**config.mk**
```make
export PLATFORM = sky130hd
export DESIGN_NAME = piso_serializer
export DESIGN_NICKNAME = d
export VERILOG_FILES = /design/src/rtl/piso_pkg.sv /design/src/rtl/piso_serializer.sv
export SDC_FILE = /design/constraint.sdc
export NUM_CORES = 1
export LEC_CHECK = 0
export ABC_AREA = 0
export BUFFER_PORTS_ARGS = -buffer_cell sky130_fd_sc_hd__buf_4
export CAP_MARGIN = 15
export CORE_AREA = 5 5 42 44
export DETAILED_ROUTE_END_ITERATION = 8
export DIE_AREA = 0 0 47 49
export GPL_TIMING_DRIVEN = 1
export HOLD_SLACK_MARGIN = 0.12
export SLEW_MARGIN = 20
export SYNTH_ARGS = -nofsm -noshare
export SYNTH_HDL_FRONTEND = slang
export SYNTH_SLANG_ARGS = --single-unit
```
**constraint.sdc**
```tcl
create_clock -name clk -period 3.4 [get_ports clk]
set_clock_uncertainty 0.15 [all_clocks]
set_input_delay 0.34 -clock clk [delete_from_list [all_inputs] [get_ports clk]]
set_output_delay 0.34 -clock clk [all_outputs]
set_load 0.005 [all_outputs]
```
**src/rtl/piso_pkg.sv**
```systemverilog
// Shared types and sizing helpers for the parallel-in serial-out transmitter.
package piso_pkg;

  typedef enum logic {
    IDLE  = 1'b0,
    SHIFT = 1'b1
  } state_t;

  // Bit counter width, kept at least one bit wide for tiny frames.
  function automatic int cnt_width(input int width);
    return ($clog2(width) < 1) ? 1 : $clog2(width);
  endfunction

endpackage

```
**src/rtl/piso_serializer.sv**
```systemverilog
// Framed parallel-in serial-out transmitter: one WIDTH-bit word per frame,
// one bit per clock, gapless back-to-back frames when din_valid is held.
module piso_serializer
  import piso_pkg::*;
#(
  parameter int WIDTH     = 4,
  parameter bit MSB_FIRST = 1'b1
) (
  input  logic             clk,
  input  logic             rst_n,
  input  logic [WIDTH-1:0] din,
  input  logic             din_valid,
  output logic             din_ready,
  output logic             sout,
  output logic             sout_valid,
  output logic             frame_start,
  output logic             frame_end
);

  localparam int CW = cnt_width(WIDTH);
  localparam logic [CW-1:0] LAST_CNT = CW'(WIDTH - 1);

  state_t           r_state;
  state_t           w_state_nxt;
  logic [WIDTH-1:0] r_shreg;
  logic [WIDTH-1:0] w_shreg_nxt;
  logic [CW-1:0]    r_cnt;
  logic [CW-1:0]    w_cnt_nxt;
  logic             w_last;
  logic             w_accept;

  // Handshake: a word transfers on a rising edge where din_valid && din_ready.
  // din_ready depends only on registered state, so it is high in IDLE and
  // during the final bit of a frame, which lets the next word follow gaplessly.
  assign w_last    = (r_state == SHIFT) && (r_cnt == LAST_CNT);
  assign din_ready = (r_state == IDLE) || w_last;
  assign w_accept  = din_valid && din_ready;

  always_comb begin
    w_state_nxt = r_state;
    w_shreg_nxt = r_shreg;
    w_cnt_nxt   = r_cnt;
    if (w_accept) begin
      w_state_nxt = SHIFT;
      w_shreg_nxt = din;
      w_cnt_nxt   = '0;
    end else if (r_state == SHIFT) begin
      if (w_last) begin
        w_state_nxt = IDLE;
      end else begin
        w_cnt_nxt = r_cnt + CW'(1);
        if (MSB_FIRST) begin
          w_shreg_nxt = {r_shreg[WIDTH-2:0], 1'b0};
        end else begin
          w_shreg_nxt = {1'b0, r_shreg[WIDTH-1:1]};
        end
      end
    end
  end

  always_ff @(posedge clk or negedge rst_n) begin
    if (!rst_n) begin
      r_state <= IDLE;
      r_shreg <= '0;
      r_cnt   <= '0;
    end else begin
      r_state <= w_state_nxt;
      r_shreg <= w_shreg_nxt;
      r_cnt   <= w_cnt_nxt;
    end
  end

  // Outputs decode registers only; the shift register may hold stale bits in IDLE.
  assign sout_valid  = (r_state == SHIFT);
  assign sout        = sout_valid && (MSB_FIRST ? r_shreg[WIDTH-1] : r_shreg[0]);
  assign frame_start = sout_valid && (r_cnt == '0);
  assign frame_end   = w_last;

endmodule

```
==> results.ini <==
[global_route]
grt_antenna_before_repair = 0
via_count_of_the_first_global_routing_pass = 263
grt-ovfl-total = 0
grt_start_max_net_pins = 12
grt_pass1_wl_um = 1104
track_usage_pct = 7.315

[timing]
setup_violation_total_in_the_final_timing_report = 0
period_utilization_post_route_pct = 56.04
final.setup.worst_slack_ns = 1.495
total_negative_slack_for_setup_checks_ns = 0
grt_setup_unrepaired = false
number_of_slew_limit_violations_in_the_final_report = 0
max_slew_margin_pct = 83.54
worstMarginPinSlew_ns = 0.2464
hold_viol_final = 0
final_period_minus_worst_setup_slack_ns = 1.905
peak_clock_frequency_supported_by_timing_mhz = 524.9

[clock_network]
post_cts_resized = 0
cts-buffers-inserted = 3
clkLatencyLatePin_ns = 0.25
numClockSinks = 7
cts.htree.levels = 1
tritoncts = yes
cts_buffer_depth = 2
cts.reportedPaths.clkPinSlew_ns = 0.05
clock-root-buffer = clkbuf_4

[worst_setup_path]
nature_of_the_critical_path_startpoint = flop
worst_setup_path_class = reg2out
critical_path.reg2reg.startpoint = r_cnt[0]
critical_path_required_ns = 2.91
endpoint_kind = output port
worstRegToRegCells = 4
timing.critical_path.arrival_ns = 1.42
critical_path.reg2reg.endpoint = r_cnt[0]
critical_path_peak_fanout = 11
r2r_slack_ns = 1.97

[logic_synthesis]
synthesis.nets = 42
synth_seq_cells = 7
yosys-mux-area-fraction_pct = 16.29
synth_top_family_by_area = multiplexers
post_synthesis_area_per_instance_um2 = 11.64
mappedNetlistArea_um2 = 384.1
synth_simple_gate_area_share_pct = 15.64
yosysWarningCount = 0
yosysSeqAreaShare_pct = 45.60
synth_compound_gate_area_share_pct = 7.166
yosys.area_share.adder_pct = 6.515
synth_cell_types = 14
syn-instance-count = 33
post_synth_xor_area_fraction_pct = 0

[final_layout]
postLayoutCellArea_um2 = 500.5
final_common_cell = buf_4
number_of_antenna_cells_inserted = 0
layout_common_cells = 11 x buf_4, 7 x dfrtp_1, 4 x nand2_1, 4 x mux2i_1
area_growth_syn_to_layout_pct = 30.29
layout.core_utilization_pct = 35.71
drive_above_1_share_pct = 40.43
finish.net_count = 57

[worst_hold_path]
hold_path_depth = 2
hold_path.startpoint = din_valid
hold_path_end = r_cnt[1]
hold_path.class = in2reg

[placed_design]
placement.io_buffers = 11
detailedPlacementHpwl_um = 506
postPlaceCellArea_um2 = 464.2
place_congestion = 0.7362
pre_cts_slack_ns = 1.760

[routing]
num_vias = 279
final_antenna_net_count = 0
drt-wirelength-per-cell_um = 10.37
route.detailed.drc = 0
drt-total-wl_um = 653
drt_iter0_markers = 0
via_density_per_instance = 4.429
firstDrtPassIters = 1

[floorplanning]
die_x_um = 47
io_pins = 12
chipHeight_um = 49
placement_rows = 14
core_region_area_um2 = 1401
floorplan.initialDensity_pct = 27.41
die-area_um2 = 2303

[pwr]
power_per_cell_area_nw_per_um2 = 828.0
max-vdd-ir-drop_mv = 0.3448
total_power_w = 0.0004144
leakage_nw = 0.2571

[flow_run]
drv.max_cap_violation_count = 0

[status]
run_status = finished, final reports clean

critical path, cell delays in order (launching register included):
cell,delay (ns)
dfrtp_1,0.42
ha_1,0.26
nor2b_4,0.25
inv_2,0.09
buf_4,0.14
cells in the mapped netlist (all sizes together):
library cell	count	share of area (%)
and2	3	4.9
buf	2	5.9
dfrtp	7	46
ha	2	6.5
inv	3	2.9
mux2i	5	16
nand2	4	3.9
nor2	1	0.98
nor2b	1	3.6
o21ai	3	3.9
o31ai	1	3.3
or2	1	2.3
report_power, final:
group / switching [W] / leakage (nW) / internal [W] / total (W)
clock: 0.0000332 / 0.0150 / 0.0000450 / 0.0000782
sequential: 0.0000233 / 0.0869 / 0.000117 / 0.000141
combinational: 0.0000867 / 0.155 / 0.000109 / 0.000196
total: 0.000143 / 0.257 / 0.000271 / 0.000414
worst max path at each step:
stage / from / to / slack [ns]
after floorplan: r_cnt[0] / din_ready / 1.96
after CTS: r_cnt[0] / din_ready / 1.48
final: r_cnt[0] / din_ready / 1.49
after detailed placement: r_cnt[0] / din_ready / 1.76
after global routing: r_cnt[0] / din_ready / 1.38
after global placement: r_cnt[0] / din_ready / 1.79
through the flow:
stage          hold WS, ns  instances
2_1_floorplan      -0.1056         33
3_3_place_gp      0.008779         58
3_5_place_dp      0.009430         58
4_1_cts             0.1714         63
5_1_grt             0.1711         63
6_report            0.1812         63
metal layers:
layer,vias to the layer above,track usage (%),wire [um],part of all wire [%]
met4,0,6.912,18,2.8
li1,138,-,-,-
met3,4,3.321,61,9.3
met1,125,9.029,279,43
met5,-,0,0,0
met2,12,8.824,294,45
registers in the layout, indices dropped and copies added (netlist names):
name	count
sout_valid	1
r_shreg	4
r_cnt	2
cell type report:
cell class,count,area (um2)
Clock buffer,4,26.28
Timing Repair Buffer,12,92.59
Tap cell,16,20.02
Inverter,3,11.26
Sequential cell,7,175.2
Multi-Input combinational cell,21,175.2
Fill cell,151,900.9
cell families after synthesis:
group | count (synthesis)
simple gates | 10
flops | 7
buf+inv | 5
mux | 5
compound gates | 4
fa+ha+maj | 2
what timing repair did:
item	CTS	global route
hold buffers	1	0
buffers inserted	0	0
endpoints found under the hold margin	7	0
No activity file was read; power rests on OpenSTA's default activity.
